**config.mk**
```make
export PLATFORM = sky130hd
export DESIGN_NAME = emotion_vote_filter
export DESIGN_NICKNAME = d
export VERILOG_FILES = /design/src/rtl/emotion_pkg.sv /design/src/rtl/argmax3.sv /design/src/rtl/emotion_vote_filter.sv
export SDC_FILE = /design/constraint.sdc
export NUM_CORES = 1
export LEC_CHECK = 0
export BUFFER_PORTS_ARGS = -buffer_cell sky130_fd_sc_hd__buf_4
export CELL_PAD_IN_SITES_DETAIL_PLACEMENT = 2
export CELL_PAD_IN_SITES_GLOBAL_PLACEMENT = 2
export CORE_MARGIN = 10
export CORE_UTILIZATION = 38
export CTS_BUF_LIST = sky130_fd_sc_hd__clkbuf_8
export CTS_CLUSTER_SIZE = 10
export DETAILED_ROUTE_END_ITERATION = 8
export GPL_TIMING_DRIVEN = 0
export PLACE_DENSITY_LB_ADDON = 0.1
export SYNTH_ARGS = -nofsm -noshare
export SYNTH_HDL_FRONTEND = slang
export SYNTH_SLANG_ARGS = --single-unit
```
**constraint.sdc**
```tcl
create_clock -name clk -period 9.3 [get_ports clk]
set_input_delay 0 -clock clk [delete_from_list [all_inputs] [get_ports clk]]
set_output_delay 0 -clock clk [all_outputs]
set_load 0.02 [all_outputs]
```
**src/rtl/emotion_pkg.sv**
```systemverilog
// Shared types for the emotion decision path: label encoding, class count
// and the vote state machine encoding.
package emotion_pkg;

    typedef logic [1:0] label_t;

    localparam label_t LABEL_NONE  = 2'd3;
    localparam int     NUM_CLASSES = 3;

    typedef enum logic [1:0] {
        EMPTY,
        FILLING,
        TRACKING
    } vote_state_t;

endpackage

```
**src/rtl/argmax3.sv**
```systemverilog
// Combinational three-way argmax with top-1/top-2 margin. Ties resolve to the
// lower index; the margin is formed at 17 bits so a full-scale spread fits.
module argmax3
    import emotion_pkg::*;
(
    input  logic signed [15:0] y0,
    input  logic signed [15:0] y1,
    input  logic signed [15:0] y2,
    output label_t             top,
    output logic        [16:0] margin
);

    logic signed [15:0] top_val;
    logic signed [15:0] sec_val;
    logic signed [16:0] diff;

    // NOTE: every signal written here gets a default first, so no path leaves
    // it unassigned and no latch is inferred.
    always_comb begin
        top     = 2'd0;
        top_val = y0;
        sec_val = (y1 > y2) ? y1 : y2;
        // NOTE: blocking assignments in combinational logic, so later
        // comparisons see the updated top_val within the same evaluation.
        if (y1 > top_val) begin
            top     = 2'd1;
            top_val = y1;
            sec_val = (y0 > y2) ? y0 : y2;
        end
        if (y2 > top_val) begin
            top     = 2'd2;
            top_val = y2;
            sec_val = (y0 > y1) ? y0 : y1;
        end
    end

    assign diff   = {top_val[15], top_val} - {sec_val[15], sec_val};
    assign margin = diff;

endmodule

```
**src/rtl/emotion_vote_filter.sv**
```systemverilog
// Turns per-frame class scores into a stable label: registered argmax, margin
// gate, sliding-window class histogram and a hysteretic majority vote.
module emotion_vote_filter
    import emotion_pkg::*;
#(
    parameter int WIN        = 8,
    parameter int MARGIN_MIN = 64
) (
    input  logic                         clk,
    input  logic                         reset,
    input  logic                         clear,
    input  logic                         valid_in,
    input  logic signed [15:0]           y0,
    input  logic signed [15:0]           y1,
    input  logic signed [15:0]           y2,
    output logic                         label_valid,
    output logic [1:0]                   label,
    output logic [$clog2(WIN+1)-1:0]     conf,
    output logic                         changed
);

    localparam int CW = $clog2(WIN + 1);
    localparam int PW = $clog2(WIN);
    localparam logic [CW-1:0] FILL_FULL = CW'(WIN);
    localparam logic [CW-1:0] FILL_HALF = CW'(WIN / 2);
    localparam logic [PW-1:0] PTR_LAST  = PW'(WIN - 1);

    typedef logic [NUM_CLASSES-1:0][CW-1:0] counts_t;

    function automatic logic [CW-1:0] count_of(input counts_t c, input label_t l);
        case (l)
            2'd0:    return c[0];
            2'd1:    return c[1];
            2'd2:    return c[2];
            default: return '0;
        endcase
    endfunction

    // ---------------- stage 1: argmax ----------------
    label_t      a_top;
    logic [16:0] a_margin;

    argmax3 u_argmax (
        .y0     (y0),
        .y1     (y1),
        .y2     (y2),
        .top    (a_top),
        .margin (a_margin)
    );

    logic        s1_valid;
    label_t      s1_class;
    logic [16:0] s1_margin;

    // NOTE: state registers use non-blocking assignments so every flop
    // samples pre-edge values regardless of process ordering.
    always_ff @(posedge clk) begin
        if (reset || clear) s1_valid <= 1'b0;
        else                s1_valid <= valid_in;
    end

    always_ff @(posedge clk) begin
        if (valid_in) begin
            s1_class  <= a_top;
            s1_margin <= a_margin;
        end
    end

    // ---------------- stage 2: history ----------------
    logic            accept;
    logic [1:0]      hist [WIN];
    logic [PW-1:0]   ptr,  ptr_nxt;
    logic [CW-1:0]   fill, fill_nxt;
    counts_t         cnt,  cnt_nxt;
    label_t          evicted;
    logic            evict_en;

    assign accept   = s1_valid && (s1_margin >= 17'(MARGIN_MIN));
    assign evicted  = hist[ptr];
    assign evict_en = accept && (fill == FILL_FULL);

    always_comb begin
        cnt_nxt  = cnt;
        fill_nxt = fill;
        ptr_nxt  = ptr;
        for (int c = 0; c < NUM_CLASSES; c++) begin
            if (evict_en && evicted == label_t'(c))
                cnt_nxt[c] = cnt_nxt[c] - CW'(1);
            if (accept && s1_class == label_t'(c))
                cnt_nxt[c] = cnt_nxt[c] + CW'(1);
        end
        if (accept) begin
            ptr_nxt = (ptr == PTR_LAST) ? '0 : ptr + PW'(1);
            if (fill != FILL_FULL) fill_nxt = fill + CW'(1);
        end
    end

    // NOTE: the history array has no reset; entries are only read once fill
    // proves they were written, so clearing fill is enough.
    always_ff @(posedge clk) begin
        if (accept) hist[ptr] <= s1_class;
    end

    always_ff @(posedge clk) begin
        if (reset || clear) begin
            ptr  <= '0;
            fill <= '0;
            cnt  <= '0;
        end else begin
            ptr  <= ptr_nxt;
            fill <= fill_nxt;
            cnt  <= cnt_nxt;
        end
    end

    // ---------------- vote ----------------
    label_t cand;

    always_comb begin
        cand = 2'd0;
        if (cnt_nxt[1] > cnt_nxt[0])    cand = 2'd1;
        if (cnt_nxt[2] > cnt_nxt[cand]) cand = 2'd2;
    end

    vote_state_t state, state_nxt;

    always_ff @(posedge clk) begin
        if (reset || clear) state <= EMPTY;
        else                state <= state_nxt;
    end

    always_comb begin
        state_nxt = state;
        case (state)
            EMPTY:    if (accept) state_nxt = FILLING;
            FILLING:  if (fill_nxt >= FILL_HALF) state_nxt = TRACKING;
            TRACKING: state_nxt = TRACKING;
            default:  state_nxt = EMPTY;
        endcase
    end

    label_t        label_nxt;
    logic [CW-1:0] conf_nxt;
    logic          changed_nxt;

    // Once tracking, the label moves only when the candidate strictly out-votes it.
    always_comb begin
        label_nxt = label;
        if (state == FILLING && state_nxt == TRACKING)
            label_nxt = cand;
        else if (state == TRACKING && count_of(cnt_nxt, cand) > count_of(cnt_nxt, label))
            label_nxt = cand;
        conf_nxt    = count_of(cnt_nxt, label_nxt);
        changed_nxt = s1_valid && (label_nxt != label);
    end

    always_ff @(posedge clk) begin
        if (reset || clear) begin
            label_valid <= 1'b0;
            label       <= LABEL_NONE;
            conf        <= '0;
            changed     <= 1'b0;
        end else begin
            label_valid <= s1_valid;
            changed     <= changed_nxt;
            if (s1_valid) begin
                label <= label_nxt;
                conf  <= conf_nxt;
            end
        end
    end

endmodule

```
==> results of run 1 <==
[flip-flops by register name (all words and copies together) (netlist names), 3 cells and up, named ones only]
register / cells
hist: 16
fill: 4
cnt: 12
conf: 4
s1_margin: 11
ptr: 3
[metal layers]
metal	up-vias	wire length [um]	track usage [%]
li1	2823	-	-
met1	2911	8420	21.1
met2	84	11300	37.2
met3	21	538	2.50
met4	0	301	5.30
met5	-	0	0
[cells in the mapped netlist (2+ instances only)]
library cell    n
ha_1          102
a21oi_1        69
nor2_1         67
inv_1          65
nand2_1        37
dfxtp_1        33
edfxtp_1       29
o21ai_0        27
nand3_1        22
nor3_1         21
mux2i_1        20
nor2b_1        17
o221ai_1       16
clkbuf_1       15
xnor2_1        15
a21o_1         14
nand4_1        13
o21a_1         10
xor2_1          9
a211oi_1        8
nand2b_1        7
mux2_2          6
nor4b_1         6
o211ai_1        6
and4_1          5
and3_1          4
mux4_1          4
nor3b_1         4
nor4_1          4
or2_2           4
or3_1           4
a21boi_0        3
a31oi_1         3
buf_1           3
nand3b_1        3
o22a_1          3
o31ai_1         3
a21oi_2         2
a41oi_1         2
and2_1          2
nor3b_2         2
o221a_2         2
or4_1           2
xnor2_2         2
[final timing paths]
path	slack (ps)	cells after the start	endpoint
worst max-delay path	930	26	conf[3]
worst min-delay path	340	6	s1_margin[16]
worst max register to register	930	26	conf[3]
worst min register to register	490	1	state[0]
[power breakdown]
| group | internal, uW | total, uW | switching [uW] |
|---|---|---|---|
| Combinational | 223 | 549 | 327 |
| Clock | 101 | 215 | 114 |
| Sequential | 337 | 350 | 12.9 |
[per-stage QoR]
step           cells  cell area, um^2  utilization [%]  setup slack, ps  hold slack (ps)
6_report        1017             7150             44.7              928              340
5_1_grt         1017             7150             44.7              329              398
4_1_cts         1017             7150             44.7              872              334
3_5_place_dp     997             6940             43.4             1020              366
3_3_place_gp     997             6940             43.4             1530              345
2_1_floorplan    722             6230                -             2490              112
[cell type report]
class | count | area (um^2) | area share, %
repair buffers | 63 | 483 | 6.76
well taps | 216 | 270 | 3.78
inverters | 65 | 244 | 3.41
flip-flops and latches | 62 | 1530 | 21.4
clock buffers | 10 | 138 | 1.93
plain buffers | 20 | 80.1 | 1.12
clock inverters | 6 | 30.0 | 0.420
multi-input cells | 575 | 4370 | 61.2
[worst register-to-register path, cell delays in order (launching register included)]
cell	delay (ps)
dfxtp_1	440
mux4_1	630
mux2_4	310
nor4_4	480
xnor2_1	230
inv_1	80
ha_1	300
mux2i_1	450
inv_1	100
ha_1	320
nor2b_1	150
o211ai_1	100
a21oi_1	630
mux2_2	440
ha_1	290
nor2b_1	140
o211ai_1	120
a21oi_1	700
mux2i_1	280
ha_1	270
nor2b_1	140
o211ai_1	170
a211oi_1	150
a21oi_2	240
mux2i_1	740
mux2i_1	300
o31ai_1	80
[logic make-up (layout without fill, tap and decap cells)]
| logic type | count (synthesis) | after routing |
|---|---|---|
| AOI/OAI and AO/OA | 184 | 184 |
| xor gates and xnor gates | 26 | 26 |
| adders and majority gates | 103 | 103 |
| buffers and inverters | 85 | 164 |
| DFF | 62 | 62 |
| muxes | 33 | 33 |
| and+or+nand+nor | 229 | 229 |
==> results.sh, run 1 <==
export IMPL_status="finished clean"
export IMPL_finalPower_uw=1110
export IMPL_min_from="y2[15]"
export IMPL_dp_hpwl_um=17100
export IMPL_drt_iter0_drc=172
export IMPL_antenna_cells=0
export IMPL_viasPerCell=5.74
export IMPL_finalHoldViolCount=0
export IMPL_synth_top_area_share_pct=20.5
export IMPL_synth_nets=877
export IMPL_synth_warning_count=0
export IMPL_relSlewSlack_pct=32.2
export IMPL_cts_tree="yes"
export IMPL_worst_endpoint_arrival_ps=8620
export IMPL_grt_antenna_before_repair=0
export IMPL_ys_types=71
export IMPL_layout_commonest_cell="ha_1"
export IMPL_place_congestion=0.870
export IMPL_drive_gt1_share_pct=13.0
export IMPL_crit_required_ps=9550
export IMPL_start_util_pct=38.9
export IMPL_rsz0062_at_grt="no"
export IMPL_htreeDepth=3
export IMPL_layout_common_cells="ha_1, a21oi_1, inv_1, nor2_1, buf_4"
export IMPL_cpPeakStageDelay_ps=730
export IMPL_postSynthAreaPerCell_um2=8.62
export IMPL_path_buf_inv=2
export IMPL_grt_pass1_vias=6498
export IMPL_synth_top_family_by_area="adder cells"
export IMPL_drc=0
export IMPL_ir_drop_mv=0.0656
export IMPL_power_density_nw_per_um2=156
export IMPL_dieWidth_um=148
export IMPL_p_leak_uw=0.00308
export IMPL_path_max_fanout=9
export IMPL_fill_cells=1851
export IMPL_area_growth_pct=14.8
export IMPL_cts_buffers=9
export IMPL_setup_violations_final=0
export IMPL_path_class="register to register"
export IMPL_grtUsageTotal_pct=19.2
export IMPL_grt_max_degree=15
export IMPL_cts_root_buf="clkbuf_8"
export IMPL_fmax_mhz=119
export IMPL_cts_resized=0
export IMPL_synth_ff_type="dfxtp_1"
export IMPL_cts_clk_slew_worst_paths_ps=70
export IMPL_cts_hold_buf=4
export IMPL_synth_xor_area_share_pct=3.90
export IMPL_tightest_slew_ps=1010
export IMPL_worstSkewPairLatency_ps=370
export IMPL_fin_tns_setup_ps=0
export IMPL_cts_sinks=62
export IMPL_period_share_pct=90.0
export IMPL_vias=5839
export IMPL_synthArstFlopShare_pct=0
export IMPL_synth_area_top_cells="ha_1, edfxtp_1, dfxtp_1, a21oi_1, nor2_1"
export IMPL_ys_seq_area_share_pct=24.6
export IMPL_maxCapViolations=0
export IMPL_io_buffers=59
export IMPL_wire_per_inst_um=20.2
export IMPL_slew_viol_final=0
export IMPL_fin_nets=951
export IMPL_cp_top_family="multiplexers"
export IMPL_crit_slowest_cell="mux2i_1"
export IMPL_syn_inst=722
export IMPL_core_um2=16000
export IMPL_synthesis_area_um2=6230
export IMPL_num_io_pins=60
export IMPL_drt_pass1_iter_count=4
export IMPL_synthMuxAreaShare_pct=6.81
export IMPL_die_area_um2=21900
export IMPL_min_path_type="primary input to register"
export IMPL_yosysTopAreaCell="ha_1"
export IMPL_wl_um=20600
export IMPL_period_minus_slack_ps=8370
export IMPL_ys_ff_latch=62
export IMPL_cts_max_path_buffers=2
export IMPL_postRouteAntennaNets=0
export IMPL_rows=46
export IMPL_start_kind="register"
export IMPL_synth_compound_area_share_pct=19.5
export IMPL_cts_setup_buffers=0
export IMPL_grt_overflow_total=0
export IMPL_die_h_um=148
export IMPL_synth_adder_area_share_pct=20.8
export IMPL_grt_pass1_wl_um=34300
export IMPL_endpoint_kind="register"
export IMPL_yosys_area_share_simple_pct=19.2
export IMPL_final_setup_skew_ps=11.5
export IMPL_synth_edf_count=29
No activity file was read; power rests on OpenSTA's default activity.
==> inputs of run 2 (changes only) <==
--- a/config.mk
+++ b/config.mk
@@ -15,6 +15,7 @@
 export DETAILED_ROUTE_END_ITERATION = 8
 export GPL_TIMING_DRIVEN = 0
 export PLACE_DENSITY_LB_ADDON = 0.1
+export RECOVER_POWER = 100
 export SYNTH_ARGS = -nofsm -noshare
 export SYNTH_HDL_FRONTEND = slang
 export SYNTH_SLANG_ARGS = --single-unit
==> results.sh, run 2 (synthesis gave the netlist of run 1 again) <==
export IMPL_status="finished clean"
export IMPL_path_buf_inv=2
export IMPL_area_growth_pct=13.7
export IMPL_wl_um=20600
export IMPL_min_path_type="primary input to register"
export IMPL_htreeDepth=3
export IMPL_p_leak_uw=0.00301
export IMPL_cts_clk_slew_worst_paths_ps=70
export IMPL_grtUsageTotal_pct=19.2
export IMPL_period_share_pct=91.3
export IMPL_share_comb_of_total_power_pct=49.3
export IMPL_drt_iter0_drc=166
export IMPL_die_h_um=148
export IMPL_cts_tree="yes"
export IMPL_path_class="register to register"
export IMPL_seqPwrFrac_pct=31.5
export IMPL_drc=0
export IMPL_switching_share_pct=40.7
export IMPL_post_place_ws_ps=1020
export IMPL_reg_largest_list="hist x16, cnt x12, s1_margin x11"
export IMPL_vias=5827
export IMPL_layout_commonest_cell="ha_1"
export IMPL_crit_slowest_cell="mux2i_1"
export IMPL_grt_max_degree=15
export IMPL_largest_reg_flops=16
export IMPL_cts_sinks=62
export IMPL_fin_util_pct=44.3
export IMPL_cts_root_buf="clkbuf_8"
export IMPL_die_area_um2=21900
export IMPL_worst_endpoint_arrival_ps=8740
export IMPL_layout_common_cells="ha_1, a21oi_1, inv_1, nor2_1, buf_4"
export IMPL_tightest_slew_ps=1020
export IMPL_endpoint_kind="register"
export IMPL_cpPeakStageDelay_ps=730
export IMPL_crit_required_ps=9540
export IMPL_worstSkewPairLatency_ps=360
export IMPL_viasPerCell=5.73
export IMPL_antenna_cells=0
export IMPL_cts_resized=0
export IMPL_period_minus_slack_ps=8490
export IMPL_slew_viol_final=0
export IMPL_whs_ps=349
export IMPL_num_io_pins=60
export IMPL_drt_pass1_iter_count=4
export IMPL_cts_max_path_buffers=2
export IMPL_drive_gt1_share_pct=11.0
export IMPL_rsz0062_at_grt="no"
export IMPL_p_int_uw=660
export IMPL_cp_top_family="multiplexers"
export IMPL_dp_hpwl_um=17100
export IMPL_rows=46
export IMPL_core_um2=16000
export IMPL_switchingPower_uw=453
export IMPL_wire_per_inst_um=20.2
export IMPL_cts_setup_buffers=0
export IMPL_cts_buffers=9
export IMPL_power_density_nw_per_um2=157
export IMPL_final_setup_skew_ps=12.1
export IMPL_finalHoldViolCount=0
export IMPL_io_buffers=59
export IMPL_fmax_mhz=118
export IMPL_fin_nets=951
export IMPL_grt_pass1_wl_um=34300
export IMPL_grt_pass1_vias=6498
export IMPL_regMostFlops="hist"
export IMPL_start_kind="register"
export IMPL_relSlewSlack_pct=32.0
export IMPL_power_frac_clock_pct=19.3
export IMPL_setup_violations_final=0
export IMPL_grt_overflow_total=0
export IMPL_ir_drop_mv=0.0646
export IMPL_place_congestion=0.870
export IMPL_fin_ws_ps=806
export IMPL_dieWidth_um=148
export IMPL_path_max_fanout=9
export IMPL_postRouteAntennaNets=0
export IMPL_maxCapViolations=0
export IMPL_fin_tns_setup_ps=0
export IMPL_grt_antenna_before_repair=0
export IMPL_start_util_pct=38.9
==> run 2: changes by cell type in the layout (fill, tap and decap cells not counted), moves of 2 or more <==
cell / before / now
buf_4: 60 / 49
xnor2_1: 15 / 17
mux2_1: 0 / 2
clkbuf_1: 15 / 27
xnor2_2: 2 / 0
==> run 2: worst min-delay path: stages <==
cell,delay [ps]
buf_4,110
nor2_1,50
a21oi_1,120
ha_1,190
nand2b_1,70
o31ai_1,60
==> run 2: worst paths after layout <==
kind,from,end,cells after the start,slack [ps]
max,register,conf[3],26,810
min,y2[15],s1_margin[16],6,350
max reg2reg,register,conf[3],26,810
min reg2reg,state[1],state[0],1,490
==> run 2: routing by layer <==
| metal | global-route usage (%) | vias up | routed length [um] |
|---|---|---|---|
| li1 | - | 2821 | - |
| met1 | 21.1 | 2904 | 8390 |
| met2 | 37.2 | 85 | 11300 |
| met3 | 2.50 | 17 | 585 |
| met4 | 5.30 | 0 | 272 |
| met5 | 0 | - | 0 |
==> run 2: cell type report <==
type	instances	area (um^2)
buffer	20	76.3
clock buffer	10	138
clock inverter	6	30.0
fill	1869	8920
inverter	65	244
multi-input combinational	575	4350
sequential	62	1530
tap	216	270
timing repair buffer	63	445
==> run 2: timing repair <==
| item | CTS | global route |
|---|---|---|
| setup endpoints to repair | 0 | 0 |
| hold endpoints to repair | 14 | 0 |
| hold buffers | 4 | 0 |
==> run 2: power groups by stage <==
| stage | logic, uW | clock network (uW) | registers (uW) |
|---|---|---|---|
| floorplan | 382 | 0 | 350 |
| global placement | 516 | 0 | 356 |
| detailed placement | 549 | 0 | 358 |
| CTS | 555 | 219 | 352 |
| global route | 625 | 231 | 355 |
| finish | 548 | 214 | 350 |
==> run 2: metrics by stage <==
| step | cell area [um^2] | instances | power, uW |
|---|---|---|---|
| 4_1_cts | 7150 | 1017 | 1130 |
| 3_3_place_gp | 6940 | 997 | 872 |
| 3_5_place_dp | 6940 | 997 | 907 |
| 2_1_floorplan | 6230 | 722 | 733 |
| 6_report | 7080 | 1017 | 1110 |
| 5_1_grt | 7080 | 1017 | 1210 |
